File: config.mk
export PLATFORM = sky130hd
export DESIGN_NAME = cdb_arbiter
export DESIGN_NICKNAME = d
export VERILOG_FILES = /design/src/rtl/cdb_arbiter.sv
export SDC_FILE = /design/constraint.sdc
export NUM_CORES = 1
export LEC_CHECK = 0
export ABC_AREA = 0
export BUFFER_PORTS_ARGS = -buffer_cell sky130_fd_sc_hd__buf_4
export CORE_ASPECT_RATIO = 1.2
export CORE_UTILIZATION = 35
export CTS_CLUSTER_DIAMETER = 60
export DETAILED_ROUTE_END_ITERATION = 8
export HOLD_SLACK_MARGIN = 0.1
export PLACE_DENSITY = 0.65
export SKIP_CTS_REPAIR_TIMING = 1
export SYNTH_ARGS = -nofsm -noshare
export SYNTH_HDL_FRONTEND = slang
export SYNTH_SLANG_ARGS = --single-unit
File: constraint.sdc
create_clock -name clock -period 13.9 [get_ports clock]
set_input_delay 2.78 -clock clock [delete_from_list [all_inputs] [get_ports clock]]
set_output_delay 2.78 -clock clock [all_outputs]
set_load 0.02 [all_outputs]
File: src/rtl/cdb_arbiter.sv
// ---------------------------------------------------------------------------
// cdb_arbiter
//
// Rotating-priority arbiter for the common data bus. Up to NUM_REQ functional
// units present completed results each cycle; up to NUM_LANES of them are
// granted, packed in priority order into lanes 0..NUM_LANES-1 and driven onto
// the CDB from registers one cycle after the grant.
//
// Ports:
//   clock         system clock
//   reset         synchronous, active-high
//   fu_req        per-FU request (result available)
//   fu_tag        per-FU physical register tag, FU i in [i*TAG_W +: TAG_W]
//   squash        pipeline flush: no grants this cycle, bus cleared next edge
//   fu_grant      combinational per-FU accept
//   cdb_pr_ready  registered lane valid bits
//   cdb_pr_tag    registered lane tags, lane k in [k*TAG_W +: TAG_W]
//   rr_ptr        index of the current highest-priority requester
// ---------------------------------------------------------------------------
module cdb_arbiter #(
    parameter int NUM_REQ   = 8,
    parameter int NUM_LANES = 6,
    parameter int TAG_W     = 7
) (
    input  logic                           clock,
    input  logic                           reset,
    input  logic [NUM_REQ-1:0]             fu_req,
    input  logic [NUM_REQ*TAG_W-1:0]       fu_tag,
    input  logic                           squash,
    output logic [NUM_REQ-1:0]             fu_grant,
    output logic [NUM_LANES-1:0]           cdb_pr_ready,
    output logic [NUM_LANES*TAG_W-1:0]     cdb_pr_tag,
    output logic [$clog2(NUM_REQ)-1:0]     rr_ptr
);

    localparam int PTR_W = $clog2(NUM_REQ);
    localparam int CNT_W = $clog2(NUM_LANES + 1);
    localparam int OFF_W = PTR_W + 1;

    // Typed copies of the parameters so comparisons stay width-matched.
    localparam logic [PTR_W+1:0] REQ_L   = (PTR_W + 2)'(NUM_REQ);
    localparam logic [CNT_W-1:0] LANES_L = CNT_W'(NUM_LANES);
    localparam logic [TAG_W-1:0] NO_TAG  = '1;

    // base + off modulo NUM_REQ. Both operands are below NUM_REQ (off may
    // equal NUM_REQ when stepping past the last requester), so one
    // conditional subtraction is enough.
    function automatic logic [PTR_W-1:0] wrap_add(
        input logic [PTR_W-1:0] base,
        input logic [OFF_W-1:0] off
    );
        logic [PTR_W+1:0] sum;
        sum = {2'b00, base} + {1'b0, off};
        if (sum >= REQ_L) begin
            sum = sum - REQ_L;
        end
        return sum[PTR_W-1:0];
    endfunction

    // -----------------------------------------------------------------------
    // State
    // -----------------------------------------------------------------------
    logic [PTR_W-1:0]     rr_ptr_reg;
    logic [PTR_W-1:0]     rr_ptr_next;
    logic [NUM_LANES-1:0] ready_reg;
    logic [TAG_W-1:0]     tag_reg  [NUM_LANES];

    // -----------------------------------------------------------------------
    // Per-FU tag view
    // -----------------------------------------------------------------------
    logic [TAG_W-1:0] tag_arr [NUM_REQ];

    generate
        for (genvar gi = 0; gi < NUM_REQ; gi++) begin : g_tag_split
            assign tag_arr[gi] = fu_tag[gi*TAG_W +: TAG_W];
        end
    endgenerate

    // -----------------------------------------------------------------------
    // Priority scan
    //
    // Walk the requesters starting at rr_ptr. Each requester found while lane
    // capacity remains is granted and dropped into the next free lane, so
    // lane order matches priority order. The offset of the last grant drives
    // the pointer update, which makes every loser of this cycle a winner-first
    // candidate next cycle and bounds any wait to two cycles.
    // -----------------------------------------------------------------------
    logic [NUM_REQ-1:0]   grant_vec;
    logic [NUM_LANES-1:0] lane_valid;
    logic [TAG_W-1:0]     lane_tag [NUM_LANES];
    logic [CNT_W-1:0]     cnt;
    logic [OFF_W-1:0]     last_off;
    logic                 any_grant;
    logic [PTR_W-1:0]     idx;
    logic                 blocked;

    // Reset and squash both suppress all grants; with nothing granted the
    // lanes default to empty, which is exactly the cleared bus state.
    assign blocked = reset | squash;

    always_comb begin
        grant_vec  = '0;
        lane_valid = '0;
        cnt        = '0;
        last_off   = '0;
        any_grant  = 1'b0;
        idx        = '0;
        for (int j = 0; j < NUM_LANES; j++) begin
            lane_tag[j] = NO_TAG;
        end

        if (!blocked) begin
            for (int k = 0; k < NUM_REQ; k++) begin
                idx = wrap_add(rr_ptr_reg, OFF_W'(k));
                if (fu_req[idx] && (cnt < LANES_L)) begin
                    grant_vec[idx]  = 1'b1;
                    lane_valid[cnt] = 1'b1;
                    lane_tag[cnt]   = tag_arr[idx];
                    cnt             = cnt + 1'b1;
                    last_off        = OFF_W'(k);
                    any_grant       = 1'b1;
                end
            end
        end
    end

    // Pointer moves just past the last granted requester; idle cycles keep it.
    always_comb begin
        rr_ptr_next = rr_ptr_reg;
        if (any_grant) begin
            rr_ptr_next = wrap_add(rr_ptr_reg, last_off + 1'b1);
        end
    end

    // -----------------------------------------------------------------------
    // Registered bus and pointer
    // -----------------------------------------------------------------------
    always_ff @(posedge clock) begin
        if (reset) begin
            rr_ptr_reg <= '0;
        end else begin
            rr_ptr_reg <= rr_ptr_next;
        end
    end

    generate
        for (genvar gi = 0; gi < NUM_LANES; gi++) begin : g_lane
            always_ff @(posedge clock) begin
                if (reset) begin
                    ready_reg[gi] <= 1'b0;
                    tag_reg[gi]   <= NO_TAG;
                end else begin
                    ready_reg[gi] <= lane_valid[gi];
                    tag_reg[gi]   <= lane_tag[gi];
                end
            end
            assign cdb_pr_tag[gi*TAG_W +: TAG_W] = tag_reg[gi];
        end
    endgenerate

    assign fu_grant     = grant_vec;
    assign cdb_pr_ready = ready_reg;
    assign rr_ptr       = rr_ptr_reg;

endmodule
==> flow_metrics.py <==
metrics = {
    "final_layout": {
        "antenna-diode-count": 0,
        "drive_gt1_share_pct": 29.8,
        "syn2layout_area_growth_pct": 17.6,
        "num-nets-final": 1036,
        "largest_reg_flops": 42,
    },
    "route": {
        "avgRoutedWirePerCell_um": 20.6,
        "via_per_inst": 6.21,
        "final_antenna_net_count": 0,
        "wl_mm": 25.2,
        "num_vias": 7605,
        "firstDrtPassIters": 6,
        "drc_errors": 0,
        "first_iter_violations": 688,
    },
    "timing": {
        "fmax_mhz": 91.5,
        "rsz0062_at_grt": "false",
        "max_slew_margin_pct": 17.2,
        "holdWs_ps": 585,
        "min_period_ps": 10930,
        "timing.final.crit_share_pct": 78.6,
        "hold_violations": 0,
        "maxSlewViolCount": 0,
        "final.setup_skew_ps": 13.7,
        "totalNegativeSetupSlack_ps": 0,
        "setup_viol": 0,
        "tightest_slew_ps": 1230,
    },
    "synthesis": {
        "muxShareOfSynthArea_pct": 34.2,
        "synth_compound_area_share_pct": 24.3,
        "syn_nets": 956,
        "async_flop_share_pct": 0,
        "synth.distinct_cells": 75,
        "yosys_warnings": 0,
        "synthAdderAreaFrac_pct": 2.84,
        "netlist_instances": 874,
        "synth_area_leaders": "mux4_2 (19%), dfxtp_1 (14%), mux2i_1 (9.3%), mux2_2 (5.4%), nand2_1 (4.7%)",
        "yosys-top-cells-count": "nand2_1 (93), mux2i_1 (70), mux4_2 (64)",
        "synth-simple-area-share_pct": 17.8,
        "syn_area_um2": 7500,
        "synthFlopType": "dfxtp_1",
        "synth_top_family_by_area": "multiplexers",
        "yosysTopAreaCellShare_pct": 19.2,
        "synth-seq-cells": 51,
        "synth_top_area_cell": "mux4_2",
        "synth_edf_count": 0,
        "synthXorXnorAreaFrac_pct": 1.85,
        "avgSynthCellArea_um2": 8.58,
        "yosysSeqAreaShare_pct": 13.6,
        "synth.most_common_cell": "nand2_1",
    },
    "clock_network": {
        "cts_root_buf": "clkbuf_16",
        "cts_made_buffers": 5,
        "cts_buffer_depth": 2,
        "clk_pin_slew_ps": 70,
        "insertion_delay_ps": 300,
        "cts_tree": "yes",
        "cts_num_sinks": 51,
        "htreeDepth": 2,
    },
    "placement": {
        "place_congestion": 0.950,
        "io_buffer_count": 125,
        "dp_hpwl_mm": 20.1,
    },
    "critical_path": {
        "setup.worst_path.class": "in -> out",
        "critPathArrivalTime_ps": 8150,
        "crit_top_cell": "buf_4",
        "timing.rr.start": "rr_ptr[1]$_SDFFE_PP0P_",
        "r2r-end": "rr_ptr[2]$_SDFFE_PP0P_",
        "cp-end-kind": "output port",
        "required_ps": 11120,
        "crit_slowest_cell": "mux2i_1",
        "slowest_delay_ps": 750,
        "path_max_fanout": 18,
        "cp-start-kind": "input pin",
        "worstPathCellList": "buf_4 > mux4_2 > mux2i_1 > inv_1 > fa_1 > ha_1 > or4_1 > a21oi_2 > nor3_1 > o2111ai_2 > and2_0 > a21boi_0 > o32ai_1 > buf_4",
        "critPathBufInv": 3,
        "r2r_slack_ps": 5150,
        "crit_family": "compound AO/OA/AOI/OAI gates",
        "r2r_cells": 24,
    },
    "die": {
        "dieArea_um2": 22000,
        "die_height_um": 162,
        "die_w_um": 136,
        "ios": 126,
        "start_util_pct": 35.8,
        "num_rows": 58,
        "core_area_um2": 21000,
    },
    "hold_path": {
        "hold_class": "reg -> reg",
        "min-delay-start": "rr_ptr[0]$_SDFFE_PP0P_",
        "whs_path_depth": 2,
        "min_to": "rr_ptr[0]$_SDFFE_PP0P_",
    },
    "grt": {
        "grt_pass1_wl_mm": 39.6,
        "overflow": 0,
        "grt_max_degree": 63,
        "antenna_found_initial": 0,
        "grt_usage_pct": 22.8,
        "grt_pass1_vias": 7009,
    },
    "job": {
        "max-cap-violations": 0,
    },
    "run_status": {
        "status": "finished clean",
    },
}
placed cells by master, fill, tap and decap left out, drive strengths merged, types with 5 or more instances in the layout:
master	count
buf	143
nor4	11
a31oi	25
o221a	7
o2111ai	5
ha	13
mux4	64
nand2	93
o32ai	9
a221oi	7
o311a	5
a21oi	20
nor2	41
o21ai	72
xnor2	5
o22ai	14
nor3	43
nand2b	5
o31ai	13
clkbuf	6
a211oi	20
inv	30
and3	5
dfxtp	51
a22oi	7
nand3	28
mux2	37
and2	14
mux2i	70
nand4	9
o211ai	25
area by class of cell:
class	count	area, µm²
fillers	2068	12200
clock inverters	2	38.8
repair buffers	143	1070
multi-input cells	723	6090
clock buffers	6	139
well taps	270	338
flip-flops and latches	51	1030
inverters	30	113
per-layer routing:
layer | track usage (%) | routed length, µm | up-vias
li1 | - | - | 3620
met4 | 7.35 | 663 | 0
met5 | 0 | 0 | -
met2 | 36.1 | 11500 | 350
met3 | 2.40 | 1630 | 34
met1 | 32.2 | 11400 | 3601
kinds of logic (layout without fill, tap and decap cells):
kind of cell	after synthesis	after routing
simple gates	270	270
compound gates	257	257
mux	171	171
buf+inv	100	181
flops	51	51
fa+ha+maj	16	16
xor+xnor	9	9
stage by stage:
| stage | worst slack, ps | std cells | utilization (%) | cell area [µm²] |
|---|---|---|---|---|
| 3_3_place_gp | 3180 | 1217 | 41.2 | 8640 |
| 3_5_place_dp | 3000 | 1217 | 41.2 | 8640 |
| 2_1_floorplan | 3940 | 874 | - | 7500 |
| 5_1_grt | 2650 | 1225 | 42.1 | 8820 |
| 4_1_cts | 3000 | 1225 | 42.1 | 8820 |
| 6_report | 2970 | 1225 | 42.1 | 8820 |
worst reg2reg max path, delay by kind of cell, from the launching register on:
family                     cells  cell delay [ps]
buffers and inverters          6             1610
AOI/OAI and AO/OA              4             1220
adders and majority gates      5             2090
xor gates and xnor gates       1              160
and+or+nand+nor                4             1490
DFF                            1              310
muxes                          4             1780
worst max path at each step:
stage | from | to | slack (ps) | cells past startpoint
floorplan | fu_req[7] | fu_grant[2] | 3940 | 16
finish | fu_req[6] | fu_grant[3] | 2970 | 14
detailed placement | fu_req[6] | fu_grant[3] | 3000 | 14
global route | fu_req[6] | fu_grant[3] | 2650 | 14
global placement | fu_req[6] | fu_grant[3] | 3180 | 14
CTS | fu_req[6] | fu_grant[3] | 3000 | 14
Power is left out: the tool's default activity adds up to more than one toggle a clock period on the data nets, which glitch-free logic cannot reach.
